## src/rtl/alu_pkg.sv

```systemverilog
// Shared ALU opcode and issue-FSM definitions, used by the issue unit and the external ALU.
package alu_pkg;

    typedef enum logic [3:0] {
        ADD = 4'd0,
        SUB = 4'd1,
        MUL = 4'd2,
        AND = 4'd3,
        OR  = 4'd4,
        XOR = 4'd5,
        NOT = 4'd6,
        SLL = 4'd7,
        SRL = 4'd8
    } alu_op_t;

    // Every opcode above this value is rejected without touching the ALU.
    localparam alu_op_t LAST_OP = SRL;

    typedef enum logic [1:0] {
        IDLE,
        ISSUE,
        RESP
    } state_t;

endpackage

```

## src/rtl/alu_issue_unit.sv

```systemverilog
// Accepts one command at a time, holds it on an external ALU for ALULatency cycles,
// then presents the captured result until the consumer takes it.
module alu_issue_unit
    import alu_pkg::*;
#(
    parameter int dataWidth   = 32,
    parameter int selectWidth = 4,
    parameter int ALULatency  = 1
) (
    input  logic                   clk,
    input  logic                   reset,
    input  logic                   cmdValid,
    output logic                   cmdReady,
    input  logic [selectWidth-1:0] cmdOp,
    input  logic [dataWidth-1:0]   cmdA,
    input  logic [dataWidth-1:0]   cmdB,
    output logic [dataWidth-1:0]   inputA,
    output logic [dataWidth-1:0]   inputB,
    output logic [selectWidth-1:0] ALUSelect,
    input  logic [dataWidth-1:0]   dataOut,
    input  logic [dataWidth-1:0]   dataOutHigh,
    output logic                   rspValid,
    input  logic                   rspReady,
    output logic [dataWidth-1:0]   rspData,
    output logic [dataWidth-1:0]   rspDataHigh,
    output logic                   rspError,
    output logic [15:0]            doneCount
);

    state_t                 state;
    state_t                 state_next;
    logic [selectWidth-1:0] op_reg;
    logic [dataWidth-1:0]   a_reg;
    logic [dataWidth-1:0]   b_reg;
    logic [3:0]             count;
    logic                   accept;
    logic                   op_legal;
    logic                   last_issue;
    logic                   rsp_done;

    assign cmdReady   = (state == IDLE);
    assign rspValid   = (state == RESP);
    assign accept     = cmdValid && cmdReady;
    assign op_legal   = (int'(cmdOp) <= int'(LAST_OP));
    assign last_issue = (state == ISSUE) && (count == 4'd1);
    assign rsp_done   = rspValid && rspReady;

    // The ALU only ever sees the registered command, and only while it is being issued.
    assign inputA    = (state == ISSUE) ? a_reg  : '0;
    assign inputB    = (state == ISSUE) ? b_reg  : '0;
    assign ALUSelect = (state == ISSUE) ? op_reg : '0;

    always_ff @(posedge clk) begin
        if (reset) begin
            state <= IDLE;
        end else begin
            state <= state_next;
        end
    end

    always_comb begin
        state_next = state;
        case (state)
            IDLE:    if (accept) state_next = op_legal ? ISSUE : RESP;
            ISSUE:   if (count == 4'd1) state_next = RESP;
            RESP:    if (rspReady) state_next = IDLE;
            default: state_next = IDLE;
        endcase
    end

    always_ff @(posedge clk) begin
        if (reset) begin
            op_reg      <= '0;
            a_reg       <= '0;
            b_reg       <= '0;
            count       <= '0;
            rspData     <= '0;
            rspDataHigh <= '0;
            rspError    <= 1'b0;
            doneCount   <= '0;
        end else begin
            if (accept) begin
                op_reg <= cmdOp;
                a_reg  <= cmdA;
                b_reg  <= cmdB;
                count  <= op_legal ? 4'(ALULatency) : 4'd0;
                // An illegal opcode skips the ALU and responds with an all-zero error result.
                if (!op_legal) begin
                    rspData     <= '0;
                    rspDataHigh <= '0;
                    rspError    <= 1'b1;
                end
            end
            if (state == ISSUE) begin
                count <= count - 4'd1;
            end
            if (last_issue) begin
                rspData     <= dataOut;
                rspDataHigh <= dataOutHigh;
                rspError    <= 1'b0;
            end
            if (rsp_done) begin
                doneCount <= doneCount + 16'd1;
            end
        end
    end

endmodule

```

## config.mk

```make
export PLATFORM = sky130hd
export DESIGN_NAME = alu_issue_unit
export DESIGN_NICKNAME = d
export VERILOG_FILES = /design/src/rtl/alu_pkg.sv /design/src/rtl/alu_issue_unit.sv
export SDC_FILE = /design/constraint.sdc
export NUM_CORES = 1
export LEC_CHECK = 0
export CORE_MARGIN = 2
export CORE_UTILIZATION = 44
export DETAILED_ROUTE_END_ITERATION = 7
export PLACE_DENSITY = 0.94
export SYNTH_ARGS = -nofsm -noshare
export SYNTH_HDL_FRONTEND = slang
export SYNTH_SLANG_ARGS = --single-unit
```

## constraint.sdc

```tcl
create_clock -name clk -period 2.77 [get_ports clk]
set_clock_uncertainty 0.1 [all_clocks]
set_input_delay 0.277 -clock clk [delete_from_list [all_inputs] [get_ports clk]]
set_output_delay 0.277 -clock clk [all_outputs]
set_load 0.01 [all_outputs]
```

[Yosys cells after proc, flatten, opt, wreduce, memory -nomap -nowiden]
Index checks and enable logic that the tools add are counted.
Operators by class
  divide/modulo/power cells: 0
  bitwise operators: 1
  shifts and indexed selects: 0
  $add $sub $neg: 2
  equality and inequality tests: 7
  multiplexer cells: 15
  magnitude comparators: 1
  reduce and logical (&&, ||, !) cells: 10
  multiply operators: 0
Operator list (number)
  two-way mux 32 bit: 6
  adder 16 x 1 -> 16 bit, second input constant: 1
  two-way mux 4 bit: 3
  two-way mux 2 bit: 4
  != test 2 x 1 -> 1 bit, second input constant: 4
  case mux 2 bit (3 select lines): 1
  equality test 4 x 1 -> 1 bit, second input constant: 1
  <= comparator 4 bit, second input constant: 1
  AND reduction 2 bit: 2
  nonzero test 2 bit: 2
  subtractor 4 x 1 -> 4 bit, second input constant: 1
  logical AND 1 bit: 3
  AND reduction 3 bit: 1
  equality test 2 x 1 -> 1 bit, second input constant: 1
  equality test 2 bit, second input constant: 1
  logical NOT 2 bit: 1
  OR reduction 2 bit: 1
  two-way mux 1 bit: 1
  NOT 1 bit: 1
Word-level totals
  bits of input ports: 136
  memories kept: 0
  word-level logic and storage cells: 45
  bits in latches: 0
  bits in writable memories: 0
  bits in read-only memories: 0
  register bits: 155

[Depth between registers and ports, before layout]
  depth after elaboration: 4
  gate-level depth with buffers: 7

[Worst setup path before layout]
No wires, ideal clock.
  kind: flip-flop to flip-flop
  start point: register count[0]
  end point: register rspDataHigh[0]
  period minus slack after synthesis: 1.809 ns
  stages on the path, launching flop included: 7
  arrival: 1.592 ns
  slack: 0.961 ns
  data required time: 2.553 ns
  cells stage by stage: dfxtp_1 -> ha_1 -> or3b_1 -> nor2_1 -> nor3_4 -> buf_6 -> a22o_1
On the way
  cells in the longest elaborated chain, start to end: 4
  elaborated cells on any way between the ends: 6
RTL lines
  start, declared: line alu_issue_unit.sv:35  | logic [3:0] count;
  start signal, assigned: line alu_issue_unit.sv:86  | count <= op_legal ? 4'(ALULatency) : 4'd0;
  start signal, assigned: line alu_issue_unit.sv:95  | count <= count - 4'd1;
  equality test 4 x 1 -> 1 bit (*): line alu_issue_unit.sv:45  | assign last_issue = (state == ISSUE) && (count == 4'd1);
  logical AND 1 bit (*): line alu_issue_unit.sv:45
  != test 2 x 1 -> 1 bit (no line) or nonzero test 2 bit (tied branches)
  AND reduction 2 bit (no line)
  end signal, assigned: line alu_issue_unit.sv:99  | rspDataHigh <= dataOutHigh;
  end, declared: line alu_issue_unit.sv:25  | output logic [dataWidth-1:0] rspDataHigh,
Mark *: on every way between the ends. The rest lies on a longest branch, timed or not.
A chain may end at the register's enable or synchronous reset.

[Worst setup path after layout]
  start point: register state[0]
  end point: output port inputB[22]
On the way
  cells in the longest elaborated chain, start to end: 2
RTL lines
  start, declared: line alu_issue_unit.sv:30  | state_t state;
  start signal, assigned: line alu_issue_unit.sv:57  | state <= state_next;
  equality test 2 x 1 -> 1 bit: line alu_issue_unit.sv:50  | assign inputB = (state == ISSUE) ? b_reg : '0;
  two-way mux 32 bit: line alu_issue_unit.sv:50
  end, declared: line alu_issue_unit.sv:18  | output logic [dataWidth-1:0] inputB,
No other way between the ends.

==> flow_summary.yaml <==
run_status:
  status: "completed"
worst_setup_path:
  path_class: "reg2out"
  cp_slowest_stage_delay_ns: 0.59
  crit_buf_inv: 2
  cp-startpoint: "state[0]"
  end_kind: "output pin"
  path_delay_family: "buffers and inverters"
  worst-path-max-fanout: 32
  cpMaxStageDelayCell: "clkdlybuf4s50_1"
  crit_required_ns: 2.39
  crit_chain: "nor2b_4 -> buf_4 -> and2_1 -> clkdlybuf4s50_1"
  reg2reg_from: "count[0]"
  worstPathArrival_ns: 2.16
  cp-start-kind: "register"
routing:
  ant_nets: 0
  drt_iter0_markers: 409
  drt-total-wl_um: 18230
  viasPerCell: 5.139
  post-route-drc-count: 0
  num_vias: 5632
  drtPass1Iterations: 7
  drt-wirelength-per-cell_um: 16.63
floorplan:
  num_rows: 42
  fp.coreArea_mm2: 0.01314
  initial_core_util: 0.4457
  ios: 287
  die_h_um: 119.4
  dieWidth_um: 119.4
  die_area_mm2: 0.01425
finish:
  area_growth_pct: 61.05
  antennaDiodeCount: 0
  nNetsFinal: 1046
  drive_gt1_frac: 0.05543
  multi_input_area_mm2: 0.002506
  stdcell_count: 1096
  fin_util: 0.7178
  ff_latch_area_mm2: 0.003103
  fill_cells: 880
timing:
  finalSetupTns_ns: 0
  drv_slew: 0
  grt_setup_unrepaired: "no"
  max_freq_ghz: 0.3937
  final.setup.worst_slack_ns: 0.2297
  hold_viol_final: 0
  fin_crit_ns: 2.540
  max_slew_margin: 0.5821
  worst_pin_slew_ns: 0.6269
  setup_viol: 0
  min_period_over_period: 0.9171
flow_run:
  cap_violations: 0
synthesis:
  ys_ff_latch: 155
  synth-async-reset-ratio: 0
  synth_nets: 780
  synthCells: 641
  avgSynthCellArea_um2: 9.135
  synth.distinct_cells: 39
  synth_common_cells: "dfxtp_1, nand2_1, a21oi_1, and2_1, a22o_1"
  yosysMostFrequentCell: "dfxtp_1"
  netlist_area_mm2: 0.005856
  synthTopCellsByArea: "dfxtp_1, a22o_1, nand2_1, and2_1, a21oi_1"
  yosysWarnings: 0
  ys.flop_type: "dfxtp_1"
  yosysTopAreaCell: "dfxtp_1"
  netlist.area_leader.share: 0.5299
  synth_edf_count: 0
  synth_seq_area_share: 0.5299
power:
  p_leak_uw: 0.003551
  power-per-cell-area_mw_per_mm2: 586.1
  vdd_drop_max_mv: 0.3395
placed_design:
  gp_congestion: 0.8336
  dpl.cell_count: 1064
  dpl.hpwl_um: 12480
  port_buffers: 286
  preCtsSetupSlack_ns: 0.5070
cts:
  cts-root-buf: "clkbuf_16"
  numCtsBuffers: 17
  cts_htree_levels: 4
  hold_buffers: 0
  clkSlewWorstSetupHoldPaths_ns: 0.06
  insertion_delay_ns: 0.42
  cts_tree: "built"
  cts_resized: 0
  cts.sinks: 155
  cts_buffer_depth: 2
  cts_setup_buffers: 0
grt:
  antenna_found_initial: 0
  grt_pass1_wl_um: 28100
  grt_pass1_vias: 5326
  grt_max_degree: 65
  grt_usage: 0.2502
  grt_overflow: 0
min_path:
  hold_start: "reset"
  hold_class: "in2reg"
cells in the final DEF (no fill, tap or decap), types with 2 or more instances in the layout:
master / instances
clkdlybuf4s50_1: 285
dfxtp_1: 155
nand2_1: 140
a21oi_1: 72
and2_1: 70
a22o_1: 64
nor2_1: 23
clkbuf_16: 17
buf_4: 8
nand4_1: 7
nor3_1: 6
xor2_1: 6
xnor2_1: 5
inv_1: 4
nor4_1: 4
nand3_1: 4
bufinv_16: 4
clkinvlp_4: 4
ha_1: 3
inv_6: 3
nor2b_1: 2
nand2b_1: 2
nor3_4: 2
nand4b_1: 2
a21o_1: 2
mux2_2: 2
and3_1: 2
buf_12: 2
final cells by class:
type / instances / area share
Clock buffer: 19 / 0.04697
Clock inverter: 13 / 0.02017
Timing Repair Buffer: 295 / 0.3131
Sequential cell: 155 / 0.3290
Inverter: 4 / 0.001592
Tap cell: 176 / 0.02335
Multi-Input combinational cell: 434 / 0.2658
per-layer routing:
metal,track usage,up-vias,wire (um)
met5,0,-,0
met4,0.1000,0,432
met3,0.07998,34,1616
met2,0.4278,287,9095
met1,0.2905,2614,7081
li1,-,2697,-
worst reg2reg max path, stage by stage (launching register included):
cell and delay (ns):
dfxtp_1 0.40, ha_1 0.17, or3b_1 0.42, nor2_1 0.29, nor3_4 0.07, buf_12 0.21, a22o_1 0.35
power by group:
group          total, uW  internal, uW  switching (uW)  leakage, uW
combinational        670           354             316      0.00199
sequential          2390          2330            53.6      0.00126
clock               2470          1540             933     0.000297
total               5530          4230            1300      0.00355
through the flow:
| stage | hold slack, ns | instance area, um2 | total power [uW] |
|---|---|---|---|
| floorplan | 0.3025 | 5856 | 2738 |
| global placement | 0.3368 | 8797 | 3080 |
| detailed placement | 0.3418 | 8797 | 3102 |
| CTS | 0.2387 | 9430 | 5568 |
| global route | 0.2629 | 9430 | 5740 |
| finish | 0.2561 | 9430 | 5527 |
kinds of logic (layout without fill, tap and decap cells):
family	Yosys count	in the layout	share of synthesized area
and+or+nand+nor	273	273	0.2274
DFF	155	155	0.5299
AOI/OAI and AO/OA	144	144	0.1697
adders and majority gates	3	3	0.006411
muxes	3	3	0.005555
xor gates and xnor gates	11	11	0.01645
buffers and inverters	52	331	0.04466
path summary, 6_finish.rpt:
kind	endpoint	cells after the start	slack [ns]
min	doneCount[8]	2	0.26
max	inputB[22]	4	0.23
max reg2reg	rspData[15]	6	0.64
min reg2reg	a_reg[19]	2	0.35
Power figures use the tool's default switching activity.
